## src/rtl/uart_pkg.sv

```systemverilog
// Shared UART definitions: FSM state encoding and bit-timing helpers.
package uart_pkg;

    // One-hot receiver/transmitter state encoding.
    typedef enum logic [4:0] {
        IDLE      = 5'b00001,
        START     = 5'b00010,
        DATA      = 5'b00100,
        STOP      = 5'b01000,
        WAIT_IDLE = 5'b10000
    } uart_state_e;

    // Clock cycles per line bit (integer floor).
    function automatic int calc_cycles_per_bit(input int clk_freq, input int baud_rate);
        return clk_freq / baud_rate;
    endfunction

    // Width of a counter that must reach cycles_per_bit-1.
    function automatic int calc_cnt_width(input int cycles_per_bit);
        return (cycles_per_bit > 1) ? $clog2(cycles_per_bit) : 1;
    endfunction

endpackage

```

## src/rtl/sync_2ff.sv

```systemverilog
// Two-flop synchronizer for signals entering the i_clk_sys domain.
module sync_2ff #(
    parameter int   WIDTH     = 1,
    parameter logic RESET_VAL = 1'b1
) (
    input  logic             i_clk_sys,
    input  logic             i_rst,
    input  logic [WIDTH-1:0] i_async,
    output logic [WIDTH-1:0] o_sync
);

    logic [WIDTH-1:0] meta_q, meta_d;
    logic [WIDTH-1:0] sync_q, sync_d;

    // Next values: simple two-stage shift.
    always_comb begin
        meta_d = i_async;
        sync_d = meta_q;
    end

    // Synchronizer flops reset to the line's idle level.
    always_ff @(posedge i_clk_sys or posedge i_rst) begin
        if (i_rst) begin
            meta_q <= {WIDTH{RESET_VAL}};
            sync_q <= {WIDTH{RESET_VAL}};
        end else begin
            meta_q <= meta_d;
            sync_q <= sync_d;
        end
    end

    assign o_sync = sync_q;

endmodule

```

## src/rtl/uart_byte_rx.sv

```systemverilog
// 8N1 serial byte receiver with false-start rejection and framing-error pulse.
//
// state     | meaning
// ----------+------------------------------------------------------------
// IDLE      | line idle, waiting for a falling edge on rx_s
// START     | timing to mid start bit; high there means a glitch
// DATA      | sampling 8 data bits at mid-bit, LSB first
// STOP      | timing to mid stop bit; high = byte done, low = framing error
// WAIT_IDLE | after a framing error, wait for the line to return high
module uart_byte_rx
    import uart_pkg::*;
#(
    parameter int CLK_FREQ       = 50_000_000,
    parameter int BAUD_RATE      = 115200,
    parameter int CYCLES_PER_BIT = calc_cycles_per_bit(CLK_FREQ, BAUD_RATE)
) (
    input  logic       i_clk_sys,
    input  logic       i_rst,
    input  logic       i_uart_rx,
    output logic [7:0] o_rx_byte,
    output logic       o_rx_done,
    output logic       o_frame_err,
    output logic       o_busy
);

    localparam int CNT_W = calc_cnt_width(CYCLES_PER_BIT);
    localparam logic [CNT_W-1:0] CNT_HALF = CNT_W'(CYCLES_PER_BIT / 2 - 1);
    localparam logic [CNT_W-1:0] CNT_BIT  = CNT_W'(CYCLES_PER_BIT - 1);

    if (CYCLES_PER_BIT < 16) begin : g_cpb_check
        $error("uart_byte_rx: CYCLES_PER_BIT must be at least 16");
    end

    uart_state_e      state_q, state_d;
    logic [CNT_W-1:0] cnt_q, cnt_d;
    logic [2:0]       bit_idx_q, bit_idx_d;
    logic [7:0]       shift_q, shift_d;
    logic [7:0]       rx_byte_q, rx_byte_d;
    logic             rx_done_q, rx_done_d;
    logic             frame_err_q, frame_err_d;
    logic             rx_d_q, rx_d_d;
    logic             rx_s;

    sync_2ff #(
        .WIDTH     (1),
        .RESET_VAL (1'b1)
    ) u_sync (
        .i_clk_sys (i_clk_sys),
        .i_rst     (i_rst),
        .i_async   (i_uart_rx),
        .o_sync    (rx_s)
    );

    // Next-state, bit timing and output pulse generation.
    always_comb begin
        state_d     = state_q;
        cnt_d       = cnt_q + CNT_W'(1);
        bit_idx_d   = bit_idx_q;
        shift_d     = shift_q;
        rx_byte_d   = rx_byte_q;
        rx_done_d   = 1'b0;
        frame_err_d = 1'b0;
        rx_d_d      = rx_s;

        unique case (state_q)
            IDLE: begin
                cnt_d = '0;
                // Edge, not level: a line stuck low never restarts reception.
                if (!rx_s && rx_d_q) begin
                    state_d = START;
                end
            end
            START: begin
                if (cnt_q == CNT_HALF) begin
                    cnt_d     = '0;
                    bit_idx_d = '0;
                    state_d   = rx_s ? IDLE : DATA;
                end
            end
            DATA: begin
                if (cnt_q == CNT_BIT) begin
                    cnt_d     = '0;
                    shift_d   = {rx_s, shift_q[7:1]};
                    bit_idx_d = bit_idx_q + 3'd1;
                    if (bit_idx_q == 3'd7) begin
                        state_d = STOP;
                    end
                end
            end
            STOP: begin
                if (cnt_q == CNT_BIT) begin
                    cnt_d = '0;
                    if (rx_s) begin
                        rx_byte_d = shift_q;
                        rx_done_d = 1'b1;
                        state_d   = IDLE;
                    end else begin
                        frame_err_d = 1'b1;
                        state_d     = WAIT_IDLE;
                    end
                end
            end
            WAIT_IDLE: begin
                cnt_d = '0;
                if (rx_s) begin
                    state_d = IDLE;
                end
            end
            default: begin
                cnt_d   = '0;
                state_d = IDLE;
            end
        endcase
    end

    // State and datapath registers; reset drops any partial frame.
    always_ff @(posedge i_clk_sys or posedge i_rst) begin
        if (i_rst) begin
            state_q     <= IDLE;
            cnt_q       <= '0;
            bit_idx_q   <= '0;
            shift_q     <= '0;
            rx_byte_q   <= '0;
            rx_done_q   <= 1'b0;
            frame_err_q <= 1'b0;
            rx_d_q      <= 1'b1;
        end else begin
            state_q     <= state_d;
            cnt_q       <= cnt_d;
            bit_idx_q   <= bit_idx_d;
            shift_q     <= shift_d;
            rx_byte_q   <= rx_byte_d;
            rx_done_q   <= rx_done_d;
            frame_err_q <= frame_err_d;
            rx_d_q      <= rx_d_d;
        end
    end

    assign o_rx_byte   = rx_byte_q;
    assign o_rx_done   = rx_done_q;
    assign o_frame_err = frame_err_q;
    assign o_busy      = (state_q != IDLE);

endmodule

```

## config.mk

```make
export PLATFORM = sky130hd
export DESIGN_NAME = uart_byte_rx
export DESIGN_NICKNAME = d
export VERILOG_FILES = /design/src/rtl/uart_pkg.sv /design/src/rtl/sync_2ff.sv /design/src/rtl/uart_byte_rx.sv
export SDC_FILE = /design/constraint.sdc
export NUM_CORES = 1
export LEC_CHECK = 0
export BUFFER_PORTS_ARGS = -buffer_cell sky130_fd_sc_hd__buf_2
export CAP_MARGIN = 10
export CELL_PAD_IN_SITES_DETAIL_PLACEMENT = 0
export CELL_PAD_IN_SITES_GLOBAL_PLACEMENT = 2
export CORE_MARGIN = 2
export CORE_UTILIZATION = 37
export CTS_CLUSTER_SIZE = 28
export DETAILED_ROUTE_END_ITERATION = 6
export GPL_ROUTABILITY_DRIVEN = 0
export MAX_ROUTING_LAYER = met4
export PLACE_DENSITY = 0.78
export SLEW_MARGIN = 20
export SYNTH_ARGS = -nofsm -noshare
export SYNTH_HDL_FRONTEND = slang
export SYNTH_HIERARCHICAL = 1
export SYNTH_SLANG_ARGS = --single-unit
```

## constraint.sdc

```tcl
create_clock -name i_clk_sys -period 3.96 [get_ports i_clk_sys]
set_clock_uncertainty 0.1 [all_clocks]
set_input_delay 0.594 -clock i_clk_sys [delete_from_list [all_inputs] [get_ports i_clk_sys]]
set_output_delay 0.594 -clock i_clk_sys [all_outputs]
set_load 0.02 [all_outputs]
```

==> run summary, run 1 <==
MIN PATH
-----------------------------------------------------------------------------------------------------------------
Worst hold-check path type                                                                               in2async

CLOCK NETWORK
-----------------------------------------------------------------------------------------------------------------
CTS hold repair buffers                                                                                         0
H-tree levels                                                                                                   2
Clock tree root driver cell                                                                              clkbuf_8
Number of buffers inserted to repair setup after CTS                                                            0
Insertion delay to the later sink of the worst-skew pair                                                  0.29 ns
CTS tree                                                                                                      yes
Clock sink count                                                                                               38
Number of gates given a new drive strength after cts                                                            0
Clock slew at the register clock pins of the worst setup and hold paths                                   0.08 ns
Total clock buffers created by CTS                                                                              5
Number of buffers on the longest clock path                                                                     2

LAYOUT
-----------------------------------------------------------------------------------------------------------------
Number of diodes added for antenna fixing                                                                       0
Final cell count without fillers                                                                              209
Filler cell count in the final layout                                                                         439
Ratio of cells with drive above 1 in the final layout                                                       30.6%
Area growth from synthesis to layout                                                                        12.5%
Nets                                                                                                          164

FLOORPLANNING
-----------------------------------------------------------------------------------------------------------------
I/O Pins                                                                                                       14
DIE AREA                                                                                                 5240 um2
Row count                                                                                                      24
Area of the placeable core                                                                               4440 um2
Die Width                                                                                                 72.4 um
Chip height                                                                                               72.4 um
Initial core utilization                                                                                    38.9%

PLACE
-----------------------------------------------------------------------------------------------------------------
HPWL after detailed placement                                                                             2.22 mm
PortBufs                                                                                                       13
Post-placement setup slack                                                                                1.70 ns
Count of placed standard cells including taps                                                                 201

GRT
-----------------------------------------------------------------------------------------------------------------
Global Route Usage Sum                                                                                      14.4%
Vias in the first global route                                                                               1157
Total overflow reported by the global router                                                                    0
Antenna violations before repair                                                                                0
Wire length of the first global-routing pass                                                              5.58 mm
Maximum number of pins on one net before global-route repair                                                   20

LOGIC SYNTHESIS
-----------------------------------------------------------------------------------------------------------------
Main combinational cell family by area after synthesis                                               simple AND/OR/NAND/NOR gates
Share of synthesized area occupied by flip-flops and latches                                                55.2%
Simple-Gate Fraction of Synth Area                                                                          14.8%
Arithmetic-cell share of the synthesized area counting full adders, half adders and majority gates          3.62%
Multiplexer area fraction after synthesis                                                                   12.4%
Compound-cell area share of the yosys netlist                                                               7.38%
XOR/XNOR Fraction of Synth Area                                                                             4.05%
Count of distinct cell types in the synthesized netlist                                                        39
Seq cells post-synth                                                                                           38
Synthesized instance count                                                                                    137
Synthesized area per cell                                                                                12.6 um2
Post-Synthesis Cell Area                                                                                 1730 um2
Synth async-reset ratio                                                                                      100%
Synthesized netlist net count                                                                                 145
Main flop type after synthesis                                                                            dfrtp_1
Number of enable flip-flop cells after synthesis                                                                0
YS warnings                                                                                                     6

DRT
-----------------------------------------------------------------------------------------------------------------
Count of vias placed by the detailed router                                                                  1090
Vias per std cell                                                                                            5.22
Initial drt markers                                                                                            43
Routed Antenna Nets                                                                                             0
WL final                                                                                                  3.07 mm
DR WL/cell                                                                                                14.7 um
Pre-antenna DRT Iters                                                                                           4
Drt drc                                                                                                         0

POWER
-----------------------------------------------------------------------------------------------------------------
Clock share of power                                                                                        31.0%
Net Sw Frac                                                                                                 30.6%
Net switching power of the design                                                                        0.272 mW
Sequential cell fraction of total power                                                                     48.7%
Internal power of the cells                                                                              0.616 mW
Worst ir drop on vdd                                                                                       181 uV
Proportion of power drawn by combinational gates                                                            20.4%
Reported leakage power                                                                                   0.923 nW
PwrDens                                                                                                456 nW/um2

TIMING
-----------------------------------------------------------------------------------------------------------------
F_max                                                                                                   0.436 GHz
Worst-Margin Slew                                                                                        0.725 ns
Final setup margin                                                                                        1.67 ns
Hold violation total from the final report                                                                      0
Number of max-slew violations in the final report                                                               0
Final critical-path required period                                                                       2.29 ns
Fraction of the cycle the final worst path needs                                                            57.9%
Tightest slew margin relative to the limit                                                                  51.6%
Total Negative Setup Slacks                                                                                  0 ns
Final number of setup-violating endpoints                                                                       0
RSZ-0062 raised after global routing                                                                        false

WORST SETUP PATH
-----------------------------------------------------------------------------------------------------------------
Critical path startpoint category                                                                       flip-flop
Crit end category                                                                                       flip-flop
Worst setup path class                                                                                    reg2reg
Data arrival time of the worst path                                                                       2.41 ns
Critical-path maximum fanout                                                                                   12
Required arrival time at the worst endpoint                                                               4.08 ns

FLOW RUN
-----------------------------------------------------------------------------------------------------------------
# Max-Cap Violations                                                                                            0

STATUS
-----------------------------------------------------------------------------------------------------------------
Result of the run                                                                                    complete, no violations

registers in the layout (all words and copies together) (netlist names):
name / count
o_rx_byte: 8
cnt_q: 9
shift_q: 8
bit_idx_q: 3
rx_d_q: 1
u_sync/meta_q: 1
o_frame_err: 1
o_rx_done: 1
u_sync/o_sync: 1
state_q: 5
layer usage:
layer	routed length, um	track usage [%]	vias up	part of all wire (%)
li1	-	-	523	-
met1	1480	18.4	542	48
met2	1440	21.7	20	47
met3	101	3.75	5	3.3
met4	49	6.17	0	1.6
met5	0	-	-	0
worst max-delay path, cell delays in order (launching register included):
cell,delay [ns]
dfrtp_1,0.42
nor3_1,0.46
nand4_1,0.57
a21boi_1,0.45
mux2i_1,0.22
synthesized netlist by cell type (2+ instances only):
master | n | share of area [%]
nor3_1 | 2 | 0.58
nand4_1 | 2 | 0.72
nor2_1 | 11 | 2.4
mux2_2 | 12 | 7.8
mux2_4 | 4 | 3.5
and2_1 | 2 | 0.72
mux2i_1 | 2 | 1.2
inv_1 | 7 | 1.5
o211ai_1 | 3 | 1.3
dfstp_2 | 4 | 6.1
and3_1 | 4 | 1.4
o31ai_1 | 3 | 1.3
nor2b_1 | 3 | 1.1
dfrtp_1 | 34 | 49
nand2_1 | 5 | 1.1
nand2b_1 | 2 | 0.72
xor2_1 | 2 | 1.0
xnor2_1 | 6 | 3.0
ha_1 | 5 | 3.6
nand3_1 | 5 | 1.4
layout by cell type, fill, tap and decap left out, drive strengths merged, types with 2 or more instances in the layout:
master | Yosys | final
nor2b | 3 | 3
nand2b | 2 | 2
o31ai | 3 | 3
inv | 7 | 7
nand2 | 5 | 5
nor2 | 11 | 11
o211ai | 3 | 3
buf | 2 | 14
nand3 | 5 | 5
and3 | 5 | 5
dfstp | 4 | 4
xnor2 | 6 | 6
nor3 | 2 | 2
mux2i | 2 | 2
xor2 | 2 | 2
clkbuf | 0 | 6
dfrtp | 34 | 34
nand4 | 2 | 2
and2 | 3 | 3
mux2 | 16 | 16
ha | 5 | 5
cells by family after synthesis:
| kind of cell | count (synthesis) |
|---|---|
| mux | 18 |
| simple gates | 44 |
| buf+inv | 9 |
| fa+ha+maj | 5 |
| xor+xnor | 8 |
| flops | 38 |
| compound gates | 15 |
worst paths after layout:
| check | end | slack [ns] | cells after the start | start |
|---|---|---|---|---|
| min in group i_clk_sys | u_sync/o_sync$_DFF_PP1_ | 0.26 | 0 | u_sync/meta_q$_DFF_PP1_ |
| setup / recovery | bit_idx_q[1]$_DFFE_PP0P_ | 1.67 | 4 | state_q[1]$_DFFE_PP0P_ |
| hold reg to reg | u_sync/o_sync$_DFF_PP1_ | 0.26 | 0 | u_sync/meta_q$_DFF_PP1_ |
| hold / removal | u_sync/meta_q$_DFF_PP1_ | 0.22 | 2 | i_rst |
| max in group asynchronous | rx_d_q$_DFF_PP1_ | 2.67 | 3 | i_rst |
| setup reg to reg | bit_idx_q[1]$_DFFE_PP0P_ | 1.67 | 4 | state_q[1]$_DFFE_PP0P_ |
stage by stage:
step                      utilization [%]  total power, mW  cell area, um2  hold WS (ns)
after global placement               41.7            0.612            1850         0.248
after floorplan                         -            0.571            1730         0.245
after global routing                 43.8            0.935            1950         0.230
final                                43.8            0.888            1950         0.220
after detailed placement             41.7            0.617            1850         0.249
after CTS                            43.8            0.895            1950         0.217
power groups by stage:
stage | sequential, mW | clock [mW] | combinational [mW]
floorplan | 0.434 | 0 | 0.137
global placement | 0.437 | 0 | 0.176
detailed placement | 0.440 | 0 | 0.178
CTS | 0.432 | 0.284 | 0.178
global route | 0.436 | 0.301 | 0.197
finish | 0.432 | 0.275 | 0.181
area by class of cell:
cell class,count,area (um2),share of cell area [%]
sequential,38,956,49.1
multi-input combinational,90,732,37.6
clock buffer,6,82.6,4.24
timing repair buffer,14,72.6,3.73
tap,52,65.1,3.34
inverter,7,26.3,1.35
clock inverter,2,12.5,0.643
No activity file was read; power rests on OpenSTA's default activity.
==> inputs of run 2 (changes only) <==
==> constraint.sdc (replaced) <==
create_clock -name i_clk_sys -period 2.37 [get_ports i_clk_sys]
set_clock_uncertainty 0.1 [all_clocks]
set_input_delay 0.3555 -clock i_clk_sys [delete_from_list [all_inputs] [get_ports i_clk_sys]]
set_output_delay 0.3555 -clock i_clk_sys [all_outputs]
set_load 0.02 [all_outputs]
==> run summary, run 2 (same netlist as run 1, synthesis figures left out) <==
TIMING
--------------------------------------------------------------------------------------
Minimum hold slack                                                           0.0615 ns   -0.158 ns
F_max                                                                        0.474 GHz
Fraction of the cycle the final worst path needs                                 89.0%
Number of max-slew violations in the final report                                    0   unchanged
Final setup margin                                                            0.260 ns   -1.41 ns
Hold violation total from the final report                                           0   unchanged
RSZ-0062 raised after global routing                                             false
Final critical-path required period                                            2.11 ns
Final number of setup-violating endpoints                                            0   unchanged
Total Negative Setup Slacks                                                       0 ns   unchanged
Tightest slew margin relative to the limit                                       62.0%   +10 points
Worst-Margin Slew                                                             0.566 ns   -0.160 ns

DRT
--------------------------------------------------------------------------------------
WL final                                                                       3.05 mm   -0.65%
Count of vias placed by the detailed router                                       1121   +2.8%
Pre-antenna DRT Iters                                                                4   unchanged
Routed Antenna Nets                                                                  0   unchanged
Vias per std cell                                                                 5.31   +1.9%
DR WL/cell                                                                     14.5 um   -1.6%
Initial drt markers                                                                 81   +88%
Drt drc                                                                              0   unchanged

MIN PATH
--------------------------------------------------------------------------------------
Worst hold-check path type                                                      in2reg

GRT
--------------------------------------------------------------------------------------
Global Route Usage Sum                                                           13.9%   -0.48 points
Wire length of the first global-routing pass                                   5.41 mm   -3.1%
Antenna violations before repair                                                     0   unchanged
Vias in the first global route                                                    1169   +1.0%
Total overflow reported by the global router                                         0   unchanged
Maximum number of pins on one net before global-route repair                        37   +85%

WORST SETUP PATH
--------------------------------------------------------------------------------------
Crit end category                                                          output port
Highest cell delay on the worst timing path                                    0.52 ns   -0.05 ns
Endpoint of the worst-slack reg-to-reg timing path                        bit_idx_q[1]$_DFFE_PP0P_
Critical-path maximum fanout                                                         5   -7
Reg-to-reg setup timing slack                                                  0.44 ns   -1.23 ns
Stages on the worst setup path                                                       3   -1
Worst path bufs/invs                                                                 1   +1
Critical path startpoint category                                            flip-flop
List of cells traversed by the critical path                              nor3_1, nand2_1, buf_2
Cell at the slowest stage of the critical path                                  nor3_1
Family of cells with the greatest summed delay on the critical path       simple AND/OR/NAND/NOR gates
Required arrival time at the worst endpoint                                    1.91 ns   -2.17 ns
Data arrival time of the worst path                                            1.65 ns   -0.76 ns
Startpoint of the worst-slack reg-to-reg timing path                      state_q[2]$_DFFE_PP0P_
Critical path origin                                                      state_q[2]$_DFFE_PP0P_
Number of cell instances on the worst register-to-register path                      4   unchanged
Worst setup endpoint                                                            o_busy
Worst setup path class                                                         reg2out

POWER
--------------------------------------------------------------------------------------
PwrDens                                                                     843 nW/um2   +85%
Worst ir drop on vdd                                                            314 uV   +73%
Net switching power of the design                                             0.451 mW   +66%
Clock share of power                                                             39.7%   +8.7 points
Overall power consumption                                                      1.70 mW   +91%
Net Sw Frac                                                                      26.6%   -4.1 points
Internal power of the cells                                                    1.25 mW   +100%
Proportion of power drawn by combinational gates                                 17.6%   -2.8 points
Reported leakage power                                                        0.956 nW   +3.5%
Sequential cell fraction of total power                                          42.7%   -6.0 points

FLOORPLANNING
--------------------------------------------------------------------------------------
Initial core utilization                                                         38.9%   unchanged
Row count                                                                           24   unchanged
I/O Pins                                                                            14   unchanged
Area of the placeable core                                                    4440 um2   unchanged
DIE AREA                                                                      5240 um2   unchanged
Die Width                                                                      72.4 um   unchanged
Chip height                                                                    72.4 um   unchanged

LAYOUT
--------------------------------------------------------------------------------------
Nets                                                                               166   +1.2%
Ratio of cells with drive above 1 in the final layout                            30.8%   +0.24 points
Non-Filler Cell Area, Final                                                   2010 um2   +3.3%
Number of diodes added for antenna fixing                                            0   unchanged
Top reg by flops                                                                 cnt_q
Most common library cell in the layout ignoring fill and taps                  dfrtp_1
Final cell count without fillers                                                   211   +0.96%
Most used cells in the layout excluding fill and tap cells                34 x dfrtp_1, 13 x buf_2, 12 x mux2_2
Largest register FFs                                                                 9   unchanged
Area growth from synthesis to layout                                             16.3%
Utilization after layout                                                         45.3%   +1.5 points

PLACE
--------------------------------------------------------------------------------------
Cell Area, Placed                                                             1860 um2   +0.41%
Count of placed standard cells including taps                                      202   +0.50%
PortBufs                                                                            13   unchanged
Post-placement setup slack                                                    0.459 ns   -1.24 ns
HPWL after detailed placement                                                  2.17 mm   -2.2%

CLOCK NETWORK
--------------------------------------------------------------------------------------
Number of buffers inserted to repair setup after CTS                                 0   unchanged
Total clock buffers created by CTS                                                   5   unchanged
Clock sink count                                                                    38   unchanged
CTS tree                                                                           yes
H-tree levels                                                                        2   unchanged
Number of buffers on the longest clock path                                          2   unchanged
Clock tree root driver cell                                                   clkbuf_8
Clock slew at the register clock pins of the worst setup and hold paths        0.07 ns   about the same
Insertion delay to the later sink of the worst-skew pair                       0.28 ns   about the same

FLOW RUN
--------------------------------------------------------------------------------------
# Max-Cap Violations                                                                 0   unchanged

STATUS
--------------------------------------------------------------------------------------
Result of the run                                                         complete, no violations

==> run 2: changes by cell type in the layout (fill, tap and decap cells not counted), sizes merged <==
| cell | change |
|---|---|
| clkinvlp | -1 |
| buf | +1 |
| dlygate4sd3 | +1 |
| clkinv | -1 |
| bufinv | +2 |
==> run 2: power by group through the flow <==
stage	sequential, mW	combinational [mW]	clock (mW)
5_1_grt	0.728	0.339	0.719
3_3_place_gp	0.732	0.299	0
6_report	0.724	0.299	0.673
4_1_cts	0.723	0.303	0.691
3_5_place_dp	0.735	0.300	0
2_1_floorplan	0.725	0.229	0
==> run 2: area by class of cell <==
class | count | area, um2
multi-input cells | 90 | 732
well taps | 52 | 65.1
clock buffers | 6 | 82.6
fillers | 416 | 2430
repair buffers | 16 | 90.1
clock inverters | 2 | 60.1
flip-flops and latches | 38 | 956
inverters | 7 | 26.3
==> run 2: how the worst min path moves through the flow <==
stage / from / to / slack [ns] / cells after the start
after floorplan: i_rst / u_sync/meta_q$_DFF_PP1_ / 0.17 / 1
after global placement: u_sync/meta_q$_DFF_PP1_ / u_sync/o_sync$_DFF_PP1_ / 0.25 / 0
after detailed placement: u_sync/meta_q$_DFF_PP1_ / u_sync/o_sync$_DFF_PP1_ / 0.25 / 0
after CTS: i_uart_rx / u_sync/meta_q$_DFF_PP1_ / 0.05 / 1
after global routing: i_uart_rx / u_sync/meta_q$_DFF_PP1_ / 0.04 / 1
final: i_uart_rx / u_sync/meta_q$_DFF_PP1_ / 0.06 / 1
==> run 2: metal layers <==
metal	share of wire, %	routed length [um]	up-vias	GRT usage (%)
li1	-	-	527	-
met1	46	1390	561	17.1
met2	48	1480	24	21.0
met3	3.3	102	9	4.17
met4	2.5	76	0	6.79
met5	0	0	-	-
==> run 2: what timing repair did <==
item,4_1_cts,5_1_grt
gates resized for setup,0,0
hold buffers,1,0
hold endpoints to repair,2,0
==> inputs of run 3 (changes only) <==
--- a/config.mk
+++ b/config.mk
@@ -11,11 +11,11 @@
 export CELL_PAD_IN_SITES_GLOBAL_PLACEMENT = 2
 export CORE_MARGIN = 2
 export CORE_UTILIZATION = 37
-export CTS_CLUSTER_SIZE = 28
+export CTS_CLUSTER_SIZE = 14
 export DETAILED_ROUTE_END_ITERATION = 6
 export GPL_ROUTABILITY_DRIVEN = 0
 export MAX_ROUTING_LAYER = met4
-export PLACE_DENSITY = 0.78
+export PLACE_DENSITY = 0.77
 export SLEW_MARGIN = 20
 export SYNTH_ARGS = -nofsm -noshare
 export SYNTH_HDL_FRONTEND = slang
==> run summary, run 3 (same netlist as run 1, synthesis figures left out) <==
WORST SETUP PATH
--------------------------------------------------------------------------------------
Required arrival time at the worst endpoint                                    1.91 ns   about the same
Cell at the slowest stage of the critical path                                  nor3_1
Data arrival time of the worst path                                            1.60 ns   -0.05 ns
Worst path bufs/invs                                                                 1   unchanged
Highest cell delay on the worst timing path                                    0.47 ns   -0.05 ns
Number of cell instances on the worst register-to-register path                      6   +2
Stages on the worst setup path                                                       3   unchanged
Critical-path maximum fanout                                                         5   unchanged
List of cells traversed by the critical path                              nor3_1, nand2_1, buf_2
Family of cells with the greatest summed delay on the critical path       simple AND/OR/NAND/NOR gates
Crit end category                                                          output port
Worst setup path class                                                         reg2out
Critical path startpoint category                                            flip-flop

GRT
--------------------------------------------------------------------------------------
Wire length of the first global-routing pass                                   5.55 mm   +2.6%
Global Route Usage Sum                                                           14.2%   +0.24 points
Maximum number of pins on one net before global-route repair                        37   unchanged
Antenna violations before repair                                                     0   unchanged
Total overflow reported by the global router                                         0   unchanged
Vias in the first global route                                                    1153   -1.4%

LAYOUT
--------------------------------------------------------------------------------------
Utilization after layout                                                         44.2%   -1.1 points
Most used cells in the layout excluding fill and tap cells                34 x dfrtp_1, 13 x buf_2, 12 x mux2_2
Ratio of cells with drive above 1 in the final layout                            30.8%   unchanged
Number of diodes added for antenna fixing                                            0   unchanged
Largest register FFs                                                                 9   unchanged
Non-Filler Cell Area, Final                                                   1960 um2   -2.4%
Area growth from synthesis to layout                                             13.5%
Final cell count without fillers                                                   211   unchanged
Nets                                                                               166   unchanged
Top reg by flops                                                                 cnt_q
Most common library cell in the layout ignoring fill and taps                  dfrtp_1

DRT
--------------------------------------------------------------------------------------
DR WL/cell                                                                     14.8 um   +2.2%
Pre-antenna DRT Iters                                                                5   +1
Routed Antenna Nets                                                                  0   unchanged
WL final                                                                       3.12 mm   +2.2%
Count of vias placed by the detailed router                                       1095   -2.3%
Drt drc                                                                              0   unchanged
Initial drt markers                                                                 69   -15%
Vias per std cell                                                                 5.19   -2.3%

STATUS
--------------------------------------------------------------------------------------
Result of the run                                                         complete, no violations

TIMING
--------------------------------------------------------------------------------------
Fraction of the cycle the final worst path needs                                 86.7%   -2.4 points
Total Negative Setup Slacks                                                       0 ns   unchanged
F_max                                                                        0.487 GHz   +2.7%
Final setup margin                                                            0.316 ns   +0.0560 ns
Worst-Margin Slew                                                             0.505 ns   -0.0609 ns
Final number of setup-violating endpoints                                            0   unchanged
Minimum hold slack                                                           0.0639 ns   +0.00244 ns
Final critical-path required period                                            2.05 ns   -0.0560 ns
RSZ-0062 raised after global routing                                             false
Hold violation total from the final report                                           0   unchanged
Tightest slew margin relative to the limit                                       66.1%   +4.1 points
Number of max-slew violations in the final report                                    0   unchanged

FLOORPLANNING
--------------------------------------------------------------------------------------
Area of the placeable core                                                    4440 um2   unchanged
Chip height                                                                    72.4 um   unchanged
Initial core utilization                                                         38.9%   unchanged
Die Width                                                                      72.4 um   unchanged
DIE AREA                                                                      5240 um2   unchanged
I/O Pins                                                                            14   unchanged
Row count                                                                           24   unchanged

POWER
--------------------------------------------------------------------------------------
Reported leakage power                                                        0.932 nW   -2.5%
Overall power consumption                                                      1.48 mW   -13%
Worst ir drop on vdd                                                            269 uV   -14%
PwrDens                                                                     754 nW/um2   -11%

CLOCK NETWORK
--------------------------------------------------------------------------------------
Clock tree root driver cell                                                   clkbuf_8
Total clock buffers created by CTS                                                   5   unchanged
Insertion delay to the later sink of the worst-skew pair                       0.29 ns   about the same
Clock slew at the register clock pins of the worst setup and hold paths        0.07 ns   about the same
Number of gates given a new drive strength after cts                                 0   unchanged
Number of buffers on the longest clock path                                          2   unchanged
H-tree levels                                                                        2   unchanged
CTS tree                                                                           yes
Clock sink count                                                                    38   unchanged

PLACE
--------------------------------------------------------------------------------------
Cell Area, Placed                                                             1860 um2   unchanged
PortBufs                                                                            13   unchanged
HPWL after detailed placement                                                  2.21 mm   +1.9%
Count of placed standard cells including taps                                      202   unchanged
Post-placement setup slack                                                    0.444 ns   -0.0142 ns

FLOW RUN
--------------------------------------------------------------------------------------
# Max-Cap Violations                                                                 0   unchanged

MIN PATH
--------------------------------------------------------------------------------------
Worst Hold Path Cells                                                                1   unchanged
Worst hold-check path type                                                      in2reg

[run 3: final cells by class]
| type | count | area [um2] |
|---|---|---|
| tap | 52 | 65.1 |
| inverter | 7 | 26.3 |
| clock buffer | 6 | 82.6 |
| clock inverter | 2 | 12.5 |
| fill | 415 | 2480 |
| sequential | 38 | 956 |
| timing repair buffer | 16 | 90.1 |
| multi-input combinational | 90 | 732 |
[run 3: path summary, 6_finish.rpt]
| check | startpoint | to | slack [ns] |
|---|---|---|---|
| worst max-delay path | state_q[2]$_DFFE_PP0P_ | o_busy | 0.32 |
| worst min-delay path | i_uart_rx | u_sync/meta_q$_DFF_PP1_ | 0.06 |
| worst max register to register | cnt_q[1]$_DFF_PP0_ | o_rx_byte[7]$_DFFE_PP0P_ | 0.44 |
| worst min register to register | u_sync/meta_q$_DFF_PP1_ | u_sync/o_sync$_DFF_PP1_ | 0.26 |
| max in group asynchronous | i_rst | rx_d_q$_DFF_PP1_ | 1.21 |
| min in group asynchronous | i_rst | u_sync/meta_q$_DFF_PP1_ | 0.54 |
[run 3: what timing repair did]
item / in CTS / in global routing
hold endpoints to repair: 2 / 0
setup buffers: 0 / 0
endpoints found under the setup margin: 0 / 0
hold buffers: 1 / 0
[run 3: report_power, final]
group / internal (mW) / switching, mW
logic: 0.110 / 0.190
clock network: 0.234 / 0.224
registers: 0.687 / 0.0378
[run 3: worst reg2reg max path: cells and delay by family (launching register included)]
kind                     cells  cell delay, ns
flip-flops                   1            0.40
buffers and inverters        1            0.09
AND/OR/NAND/NOR              3            0.75
adder cells (fa/ha/maj)      1            0.14
multiplexers                 1            0.35
[run 3: metal layers]
layer  GRT usage [%]  wire, um
met1            17.8      1490
met2            21.5      1480
met3            4.17       101
met4            5.76        36
met5               -         0
